<file path="src/rtl/alu_pkg.sv">
// Opcode encodings and per-opcode flag-write rules shared by decode and the ALU result stage.
// Flag vectors are ordered {z, v, n} throughout.
package alu_pkg;

    localparam logic [3:0] OP_ADD    = 4'b0000;
    localparam logic [3:0] OP_SUB    = 4'b0001;
    localparam logic [3:0] OP_XOR    = 4'b0010;
    localparam logic [3:0] OP_RED    = 4'b0011;
    localparam logic [3:0] OP_SLL    = 4'b0100;
    localparam logic [3:0] OP_SRA    = 4'b0101;
    localparam logic [3:0] OP_ROR    = 4'b0110;
    localparam logic [3:0] OP_PADDSB = 4'b0111;

    localparam logic [2:0] FLG_ZVN  = 3'b111;
    localparam logic [2:0] FLG_Z    = 3'b100;
    localparam logic [2:0] FLG_NONE = 3'b000;

    // PADDSB saturates internally, so it must never touch V.
    function automatic logic [2:0] flag_mask(input logic [3:0] opcode);
        case (opcode)
            OP_ADD, OP_SUB:                 flag_mask = FLG_ZVN;
            OP_XOR, OP_SLL, OP_SRA, OP_ROR: flag_mask = FLG_Z;
            default:                        flag_mask = FLG_NONE;
        endcase
    endfunction

endpackage

</file>
<file path="src/rtl/alu_flag_reg.sv">
// Architectural Z/V/N flags with per-bit write enables; flag_upd pulses the cycle after any write.
// Latency 1 cycle from write enable to visible flag; no backpressure.
module alu_flag_reg (
    input  logic       clk,
    input  logic       rst,
    input  logic [2:0] wr_en,
    input  logic [2:0] wr_val,
    output logic       flag_z,
    output logic       flag_v,
    output logic       flag_n,
    output logic       flag_upd
);

    always_ff @(posedge clk) begin
        if (rst) begin
            flag_z   <= 1'b0;
            flag_v   <= 1'b0;
            flag_n   <= 1'b0;
            flag_upd <= 1'b0;
        end else begin
            if (wr_en[2]) flag_z <= wr_val[2];
            if (wr_en[1]) flag_v <= wr_val[1];
            if (wr_en[0]) flag_n <= wr_val[0];
            flag_upd <= |wr_en;
        end
    end

endmodule

</file>
<file path="src/rtl/alu_result_stage.sv">
// Registers ALU results into a 2-entry skid buffer toward writeback and updates flags at accept time.
// Latency 1 cycle when empty; in_ready drops only when both head and skid are occupied.
module alu_result_stage
    import alu_pkg::*;
#(
    parameter int DATA_W = 16,
    parameter int RD_W   = 4
) (
    input  logic              clk,
    input  logic              rst,
    input  logic              flush,
    input  logic              in_valid,
    output logic              in_ready,
    input  logic [DATA_W-1:0] in_result,
    input  logic [3:0]        in_opcode,
    input  logic              in_ovfl,
    input  logic [RD_W-1:0]   in_rd,
    output logic              out_valid,
    input  logic              out_ready,
    output logic [DATA_W-1:0] out_result,
    output logic [RD_W-1:0]   out_rd,
    output logic              flag_z,
    output logic              flag_v,
    output logic              flag_n,
    output logic              flag_upd
);

    localparam logic [1:0] ST_EMPTY = 2'b00;
    localparam logic [1:0] ST_ONE   = 2'b01;
    localparam logic [1:0] ST_FULL  = 2'b10;

    logic [1:0]        state;
    logic [DATA_W-1:0] head_result, skid_result;
    logic [RD_W-1:0]   head_rd, skid_rd;
    logic              accept, consume;
    logic [2:0]        flag_wen, flag_val;

    assign in_ready   = ~rst & (state != ST_FULL);
    assign out_valid  = (state != ST_EMPTY);
    assign out_result = head_result;
    assign out_rd     = head_rd;
    assign accept     = in_valid & in_ready;
    assign consume    = out_valid & out_ready;

    // An input offered during flush is squashed, including its flag effects.
    assign flag_wen = (accept & ~flush) ? flag_mask(in_opcode) : FLG_NONE;
    assign flag_val = {(in_result == '0), in_ovfl, in_result[DATA_W-1]};

    always_ff @(posedge clk) begin
        if (rst) begin
            state       <= ST_EMPTY;
            head_result <= '0;
            head_rd     <= '0;
            skid_result <= '0;
            skid_rd     <= '0;
        end else if (flush) begin
            state <= ST_EMPTY;
        end else begin
            case (state)
                ST_EMPTY: begin
                    if (accept) begin
                        head_result <= in_result;
                        head_rd     <= in_rd;
                        state       <= ST_ONE;
                    end
                end
                ST_ONE: begin
                    if (accept && consume) begin
                        head_result <= in_result;
                        head_rd     <= in_rd;
                    end else if (accept) begin
                        skid_result <= in_result;
                        skid_rd     <= in_rd;
                        state       <= ST_FULL;
                    end else if (consume) begin
                        state <= ST_EMPTY;
                    end
                end
                ST_FULL: begin
                    if (consume) begin
                        head_result <= skid_result;
                        head_rd     <= skid_rd;
                        state       <= ST_ONE;
                    end
                end
                default: state <= ST_EMPTY;
            endcase
        end
    end

    alu_flag_reg u_flag_reg (
        .clk      (clk),
        .rst      (rst),
        .wr_en    (flag_wen),
        .wr_val   (flag_val),
        .flag_z   (flag_z),
        .flag_v   (flag_v),
        .flag_n   (flag_n),
        .flag_upd (flag_upd)
    );

endmodule

</file>
<file path="config.mk">
export PLATFORM = sky130hd
export DESIGN_NAME = alu_result_stage
export DESIGN_NICKNAME = d
export VERILOG_FILES = /design/src/rtl/alu_pkg.sv /design/src/rtl/alu_flag_reg.sv /design/src/rtl/alu_result_stage.sv
export SDC_FILE = /design/constraint.sdc
export NUM_CORES = 1
export LEC_CHECK = 0
export CAP_MARGIN = 20
export CORE_MARGIN = 1.5
export CORE_UTILIZATION = 45
export CTS_BUF_LIST = sky130_fd_sc_hd__clkbuf_4 sky130_fd_sc_hd__clkbuf_8
export CTS_CLUSTER_DIAMETER = 60
export DETAILED_ROUTE_END_ITERATION = 8
export HOLD_SLACK_MARGIN = 0.02
export PLACE_DENSITY = 0.75
export SLEW_MARGIN = 10
export SYNTH_ARGS = -nofsm -noshare
export SYNTH_HDL_FRONTEND = slang
export SYNTH_SLANG_ARGS = --single-unit
</file>
<file path="constraint.sdc">
create_clock -name clk -period 3.4 [get_ports clk]
set_input_delay 0.34 -clock clk [delete_from_list [all_inputs] [get_ports clk]]
set_output_delay 0.34 -clock clk [all_outputs]
set_load 0.02 [all_outputs]
</file>
======== Word level (Yosys, flattened, before mapping) ========
Index checks and enable logic that the tools add are counted.
storage, ports and cells
  register bits after elaboration ......... 46
  output and inout port bits .............. 26
cells by class
  eq/ne operators ......................... 13
  mux-type cells .......................... 16
  bitwise operators ....................... 7
  reduce and logical (&&, ||, !) cells .... 13
operators with widths
  kind                                           number
  2-to-1 mux 16 bit                              3
  one-hot mux 16 bit (3 select lines)            1
  zero test 16 bit                               1
  == test 4 x 3 -> 1 bit, second input constant  3
  2-to-1 mux 4 bit                               3
  one-hot mux 4 bit (3 select lines)             1
  2-to-1 mux 2 bit                               5
  != test 2 bit, second input constant           5
  AND reduction 4 bit                            2
  one-hot mux 2 bit (3 select lines)             1
  one-hot mux 3 bit (2 select lines)             1
  AND reduction 5 bit                            1
  AND 1 bit                                      4
  == test 4 x 1 -> 1 bit, second input constant  1
  == test 4 x 2 -> 1 bit, second input constant  1
  zero test 4 bit                                1
  OR reduction 2 bit                             2
  OR reduction 4 bit                             1
  2-to-1 mux 3 bit                               1
  != test 3 bit, second input constant           1
  NOT 1 bit                                      3
  nonzero test 3 bit                             1
  OR reduction 3 bit                             1
  == test 2 x 1 -> 1 bit, second input constant  1
  other kinds (4)                                4

======== Depth between registers and ports, before layout ========
Gate-level depths: netlist (run 1).
  depth after elaboration ................. 6
  mapped depth ............................ 6
  gate-level depth less buffers ........... 3

======== By module ========
From an unflattened synthesis (run 1), not the netlist that was laid out.
unflattened totals
  cells, all modules ...................... 224
  area total of the unflattened synthesis .. 2242.2 um^2
modules (own cells, without submodules)
  module            instances  cells each  area an instance (um^2)
  alu_result_stage  1          212         2112.0
  alu_flag_reg      1          12          130.1

======== Worst setup path before layout (run 1) ========
Ideal clock, no wire load.
  path kind ............................... input to output
  from .................................... in rst
  to ...................................... out in_ready
  data arrival time ....................... 1.055 ns
  path slack .............................. 2.005 ns
  stages on the path ...................... 3
  cells stage by stage .................... clkbuf_1 -> clkbuf_1 -> nor2_1
on the way
  cells in the longest elaborated chain, start to end .. 2
RTL lines
  element             line                    source
  start: declaration  alu_result_stage.sv:10  input logic rst,
  NOT 1 bit           alu_result_stage.sv:38  assign in_ready = ~rst & (state != ST_FULL);
  AND 1 bit           alu_result_stage.sv:38
  end: declaration    alu_result_stage.sv:13  output logic in_ready,
No other way between the ends.

======== Worst setup path after layout (run 1) ========
Ends and elaborated chain as after synthesis.

==> results of run 1 <==
[cell usage after synthesis, types with 2 or more instances]
cell type	number
o21ai_0	14
buf_6	2
clkbuf_1	14
nor2b_1	4
a21oi_1	21
dfxtp_1	46
nor4_1	2
nand2b_1	3
buf_2	10
nor2_1	5
or3b_1	2
a211oi_1	19
nand2_1	2
o21ai_1	6
mux2_2	2
mux2i_1	21
nor3_1	2
nand3_1	20
a311oi_1	20
[power breakdown]
part	switching, uW	internal [uW]	total, uW
sequential	9.18	554	563
clock	186	163	350
combinational	91.7	86.0	178
[cell usage in the layout (no fill, tap or decap)]
| cell | synthesis | final |
|---|---|---|
| nand3_1 | 20 | 20 |
| and4bb_1 | 1 | 1 |
| nor3_1 | 2 | 2 |
| buf_4 | 1 | 7 |
| or3b_1 | 2 | 2 |
| nand4_1 | 1 | 1 |
| a31o_2 | 1 | 1 |
| inv_1 | 1 | 1 |
| a2111oi_0 | 1 | 1 |
| clkdlybuf4s50_1 | 0 | 55 |
| a31o_1 | 1 | 1 |
| nor2b_1 | 4 | 4 |
| nor2_1 | 5 | 5 |
| o21ai_1 | 6 | 6 |
| nand3b_1 | 1 | 1 |
| and3_1 | 1 | 1 |
| or2_2 | 1 | 1 |
| nand2_1 | 2 | 2 |
| dfxtp_1 | 46 | 46 |
| nor4_1 | 2 | 2 |
| a311oi_1 | 20 | 20 |
| buf_12 | 0 | 1 |
| nand2b_1 | 3 | 3 |
| mux2_2 | 2 | 2 |
| and4_1 | 1 | 1 |
| o21a_1 | 1 | 1 |
| nor3b_2 | 1 | 2 |
| a211oi_1 | 19 | 19 |
| o21ai_0 | 14 | 14 |
| mux2i_1 | 21 | 21 |
| or4_1 | 1 | 1 |
| a21oi_1 | 21 | 21 |
| clkbuf_8 | 0 | 6 |
| clkinv_2 | 0 | 1 |
| clkinvlp_4 | 0 | 1 |
| a41oi_1 | 1 | 1 |
| or3b_2 | 1 | 1 |
| a211oi_2 | 1 | 1 |
[sequential cells by signal, summed over array words and instances (netlist names)]
register / count
u_flag_reg.flag_n: 1
skid_result: 16
u_flag_reg.flag_upd: 1
out_rd: 4
u_flag_reg.flag_v: 1
u_flag_reg.flag_z: 1
state: 2
out_result: 16
skid_rd: 4
[through the flow]
stage / area, um2 / setup WS (ps)
after detailed placement: 2730 / 1250
after CTS: 2820 / 1300
after global routing: 2820 / 1210
final: 2820 / 1300
after floorplan: 2160 / 2010
after global placement: 2730 / 1260
[layout make-up]
class	instances	area (um2)	share of cell area, %
Clock inverter	2	12.5	0.444
Tap cell	54	67.6	2.40
Clock buffer	6	82.6	2.93
Timing Repair Buffer	63	623	22.1
Multi-Input combinational cell	159	1110	39.4
Sequential cell	46	921	32.7
Inverter	1	3.75	0.133
[worst max-delay path by stage]
stage	cells after the start	from	endpoint	slack, ps
2_1_floorplan	3	rst	in_ready	2010
3_3_place_gp	5	rst	skid_result[7]	1260
5_1_grt	4	state[0]	out_result[3]	1210
3_5_place_dp	5	rst	skid_result[10]	1250
6_report	4	rst	in_ready	1300
4_1_cts	4	rst	in_ready	1300
[routing by layer]
| metal | vias up | GRT usage, % | share of wire (%) |
|---|---|---|---|
| met2 | 53 | 35.1 | 48 |
| met5 | - | 0 | 0 |
| met4 | 0 | 6.29 | 1.2 |
| li1 | 985 | - | - |
| met1 | 937 | 30.4 | 48 |
| met3 | 6 | 4.44 | 3.2 |
[worst max-delay path: stages]
cell	delay, ps
clkdlybuf4s50_1	450
buf_12	200
nor2_1	140
clkdlybuf4s50_1	610
[cells by family after synthesis]
group	share of synthesized area, %
compound gates	26.7
buf+inv	6.31
mux	10.8
simple gates	13.6
flops	42.6
==> flow_summary.ini, run 1 <==
[critical_path]
cp.arrival_ps = 1760
ff2ff_path_depth = 4
r2r_start = state[0]
path_class = in -> out
r2r-end = out_result[3]
required_ps = 3060
crit_path_end_kind = primary output
r2r_slack_ps = 1340
crit_fanout = 50
start_kind = primary input

[sta]
finalSetupTns_ps = 0
period_minus_slack_ps = 2100
worst_pin_slew_ps = 900
rsz0062_at_grt = false
fin_skew_ps = 7.26
fin_crit_sh_pct = 61.7
max_slew_margin_pct = 40.0
drv_slew = 0
max_freq_ghz = 0.476
hold-worst-slack_ps = 478
hold_viol_final = 0
setup_viol = 0

[clock_tree]
htree_levels = 2
clkTransAtPathRegs_ps = 80
ctsHoldBuffers = 0
postCtsSetupRepairBufs = 0
cts_tree = done
root_buffer = clkbuf_8
clk_latency_ps = 300
cts_buffers = 5
cts.repair.resized = 0
clkSinkCount = 46
clock_path_buffers = 2

[drt]
via_per_inst = 5.98
drc = 0
wl_per_cell_um = 16.8
drt_iter0_drc = 191
ant_nets = 0
finalWirelength_mm = 5.57
vias = 1981
drtPass1Iterations = 4

[cells_and_area]
n_fill_cell = 407
finalNonFillerCells = 331
drive_gt1_share_pct = 8.66
n_antenna_cell = 0
post-route-util_pct = 60.5
final_nets = 306
syn_to_final_growth_pct = 30.4

[global_route]
grt_pass1_wl_mm = 9.03
grt_start_max_net_pins = 51
overflow = 0
grt_pass1_vias = 1813
antenna_found_initial = 0
grt_util_all_layers_pct = 22.0

[run_status]
status = complete, no violations

[synthesis]
synth-edff-count = 0
synthTopCellsByArea = dfxtp_1 43%, mux2i_1 9.7%, a311oi_1 8.1%
synth_area_um2 = 2160
yosys_most_used_dff = dfxtp_1
synth.net_count = 263
yosysUniqueCellTypes = 37
yosysSeqAreaShare_pct = 42.6
synthArstFlopShare_pct = 0
synth_warnings = 0
syn_area_per_cell_um2 = 9.28
synth-seq-cells = 46
yosysTopAreaCell = dfxtp_1
netlist_instances = 233
synth_top_area_share_pct = 42.6

[pwr]
p_total_uw = 1090
ir_worst_vdd_mv = 0.218
powerDensity_nw_per_um2 = 387
leakage_uw = 0.00104

[floorplan]
chipHeight_um = 72.3
rows = 25
dieArea_um2 = 5230
core_area_um2 = 4660
dieWidth_um = 72.3
io_pins = 56
start_util_pct = 46.4

[placement]
dpl.cell_count = 323
port_buffers = 55
hpwl_mm = 3.65
place_congestion = 0.778

[job]
cap_violations = 0

[hold_path]
hold_end = skid_result[5]
hp-class = reg -> reg
hold_start = skid_result[5]
hold_depth = 2
Note: power is estimated with default switching activity, not from simulation.
==> run 2: changes to the inputs <==
clock period = 2 ns   (was 3.4 ns; I/O delays follow)
==> run 2 against run 1 <==
Effect of this change: register-to-register slack got worse by 910 ps; flip-flop and latch count stayed put; wire length barely moved; critical path depth decreased by 1; hold slack gained 0.58 ps; via count increased by 0.56%; critical path type is now reg -> out; critical endpoint unchanged; largest power group unchanged.
==> flow_summary.ini, run 2 (synthesized netlist as in run 1, its figures left out) <==
[critical_path]
critPathTopFamily = buffers and inverters
crit_path_end_kind = primary output
crit_fanout = 10
start_kind = flip-flop
max_stage_delay_ps = 620
cp.arrival_ps = 1680
crit_buf_inv = 1
required_ps = 1800
path_class = reg -> out
cp_cell_sequence = nor2b_1, nor2_1, clkdlybuf4s50_1
cp_slowest_cell = clkdlybuf4s50_1

[cells_and_area]
layout_commonest_cell = clkdlybuf4s50_1
n_fill_cell = 413
most-common-layout-cells = 55 x clkdlybuf4s50_1, 45 x dfxtp_1, 21 x a21oi_1, 21 x mux2i_1
finalInstanceArea_um2 = 2880
syn_to_final_growth_pct = 33.2
n_antenna_cell = 0
final_nets = 312
finalNonFillerCells = 337
register_area_um2 = 922
drive_gt1_share_pct = 11.0
multi_input_area_um2 = 1110
post-route-util_pct = 61.8

[clock_tree]
root_buffer = clkbuf_8
cts_buffers = 5
clock_path_buffers = 2
ctsHoldBuffers = 0
postCtsSetupRepairBufs = 0
clk_latency_ps = 310
cts_tree = done
htree_levels = 2
clkSinkCount = 46
clkTransAtPathRegs_ps = 90

[drt]
drt_iter0_drc = 235
drtPass1Iterations = 4
ant_nets = 0
drc = 0
vias = 1992
via_per_inst = 5.91
wl_per_cell_um = 16.5
finalWirelength_mm = 5.58

[floorplan]
dieArea_um2 = 5230
start_util_pct = 46.4
chipHeight_um = 72.3
dieWidth_um = 72.3
io_pins = 56
rows = 25
core_area_um2 = 4660

[global_route]
grt_pass1_vias = 1816
antenna_found_initial = 0
grt_util_all_layers_pct = 21.8
grt_start_max_net_pins = 23
grt_pass1_wl_mm = 8.91
overflow = 0

[sta]
period_minus_slack_ps = 1880
finalSetupTns_ps = 0
worst_pin_slew_ps = 717
rsz0062_at_grt = false
max_slew_margin_pct = 52.2
fin_crit_sh_pct = 93.8
max_freq_ghz = 0.533
fin_skew_ps = 10.2
setup_viol = 0
hold_viol_final = 0
drv_slew = 0

[placement]
port_buffers = 55
place_congestion = 0.772
placed_cell_area_um2 = 2770
dpl.cell_count = 329
hpwl_mm = 3.79

[run_status]
status = complete, no violations

[pwr]
powerDensity_nw_per_um2 = 679
leakage_uw = 0.00109
ir_worst_vdd_mv = 0.413

[job]
cap_violations = 0

[hold_path]
hp-class = reg -> reg
==> run 2: metrics by stage <==
stage | total power, uW | hold slack (ps) | worst slack, ps
4_1_cts | 1960 | 477 | 35.5
3_5_place_dp | 1280 | 466 | 20.4
3_3_place_gp | 1280 | 460 | 39.7
6_report | 1960 | 478 | 124
2_1_floorplan | 1120 | 283 | 660
5_1_grt | 2020 | 503 | 40.5
==> run 2: worst reg2reg max path, stage by stage (launching register included) <==
cell and delay (ps):
dfxtp_1 390, and4bb_1 300, a31o_1 580, a211oi_1 160
==> run 2: final timing paths <==
path	start	end	slack, ps	depth (start not counted)
hold reg to reg	skid_result[10]	skid_result[10]	480	2
setup reg to reg	state[0]	out_result[11]	430	3
setup / recovery	state[0]	in_ready	120	3
hold / removal	skid_result[10]	skid_result[10]	480	2
==> run 2: per-layer routing <==
metal	track usage, %	share of wire (%)
met4	7.97	1.6
met2	33.1	47
met3	4.31	4.6
met1	30.7	47
met5	0	0
==> run 2: what timing repair did <==
action / 4_1_cts / 5_1_grt
endpoints found under the hold margin: 0 / 0
gates resized for setup: 0 / 1
setup endpoints to repair: 0 / 1
==> run 2: power by group <==
part / internal (uW) / switching (uW)
clock network: 368 / 323
logic: 150 / 157
registers: 941 / 15.4
==> run 2: area by class of cell <==
cell class / instances / share of cell area [%]
multi-input combinational: 159 / 38.5
sequential: 46 / 32.0
timing repair buffer: 69 / 23.2
clock buffer: 5 / 2.39
tap: 54 / 2.35
clock inverter: 3 / 1.39
inverter: 1 / 0.130
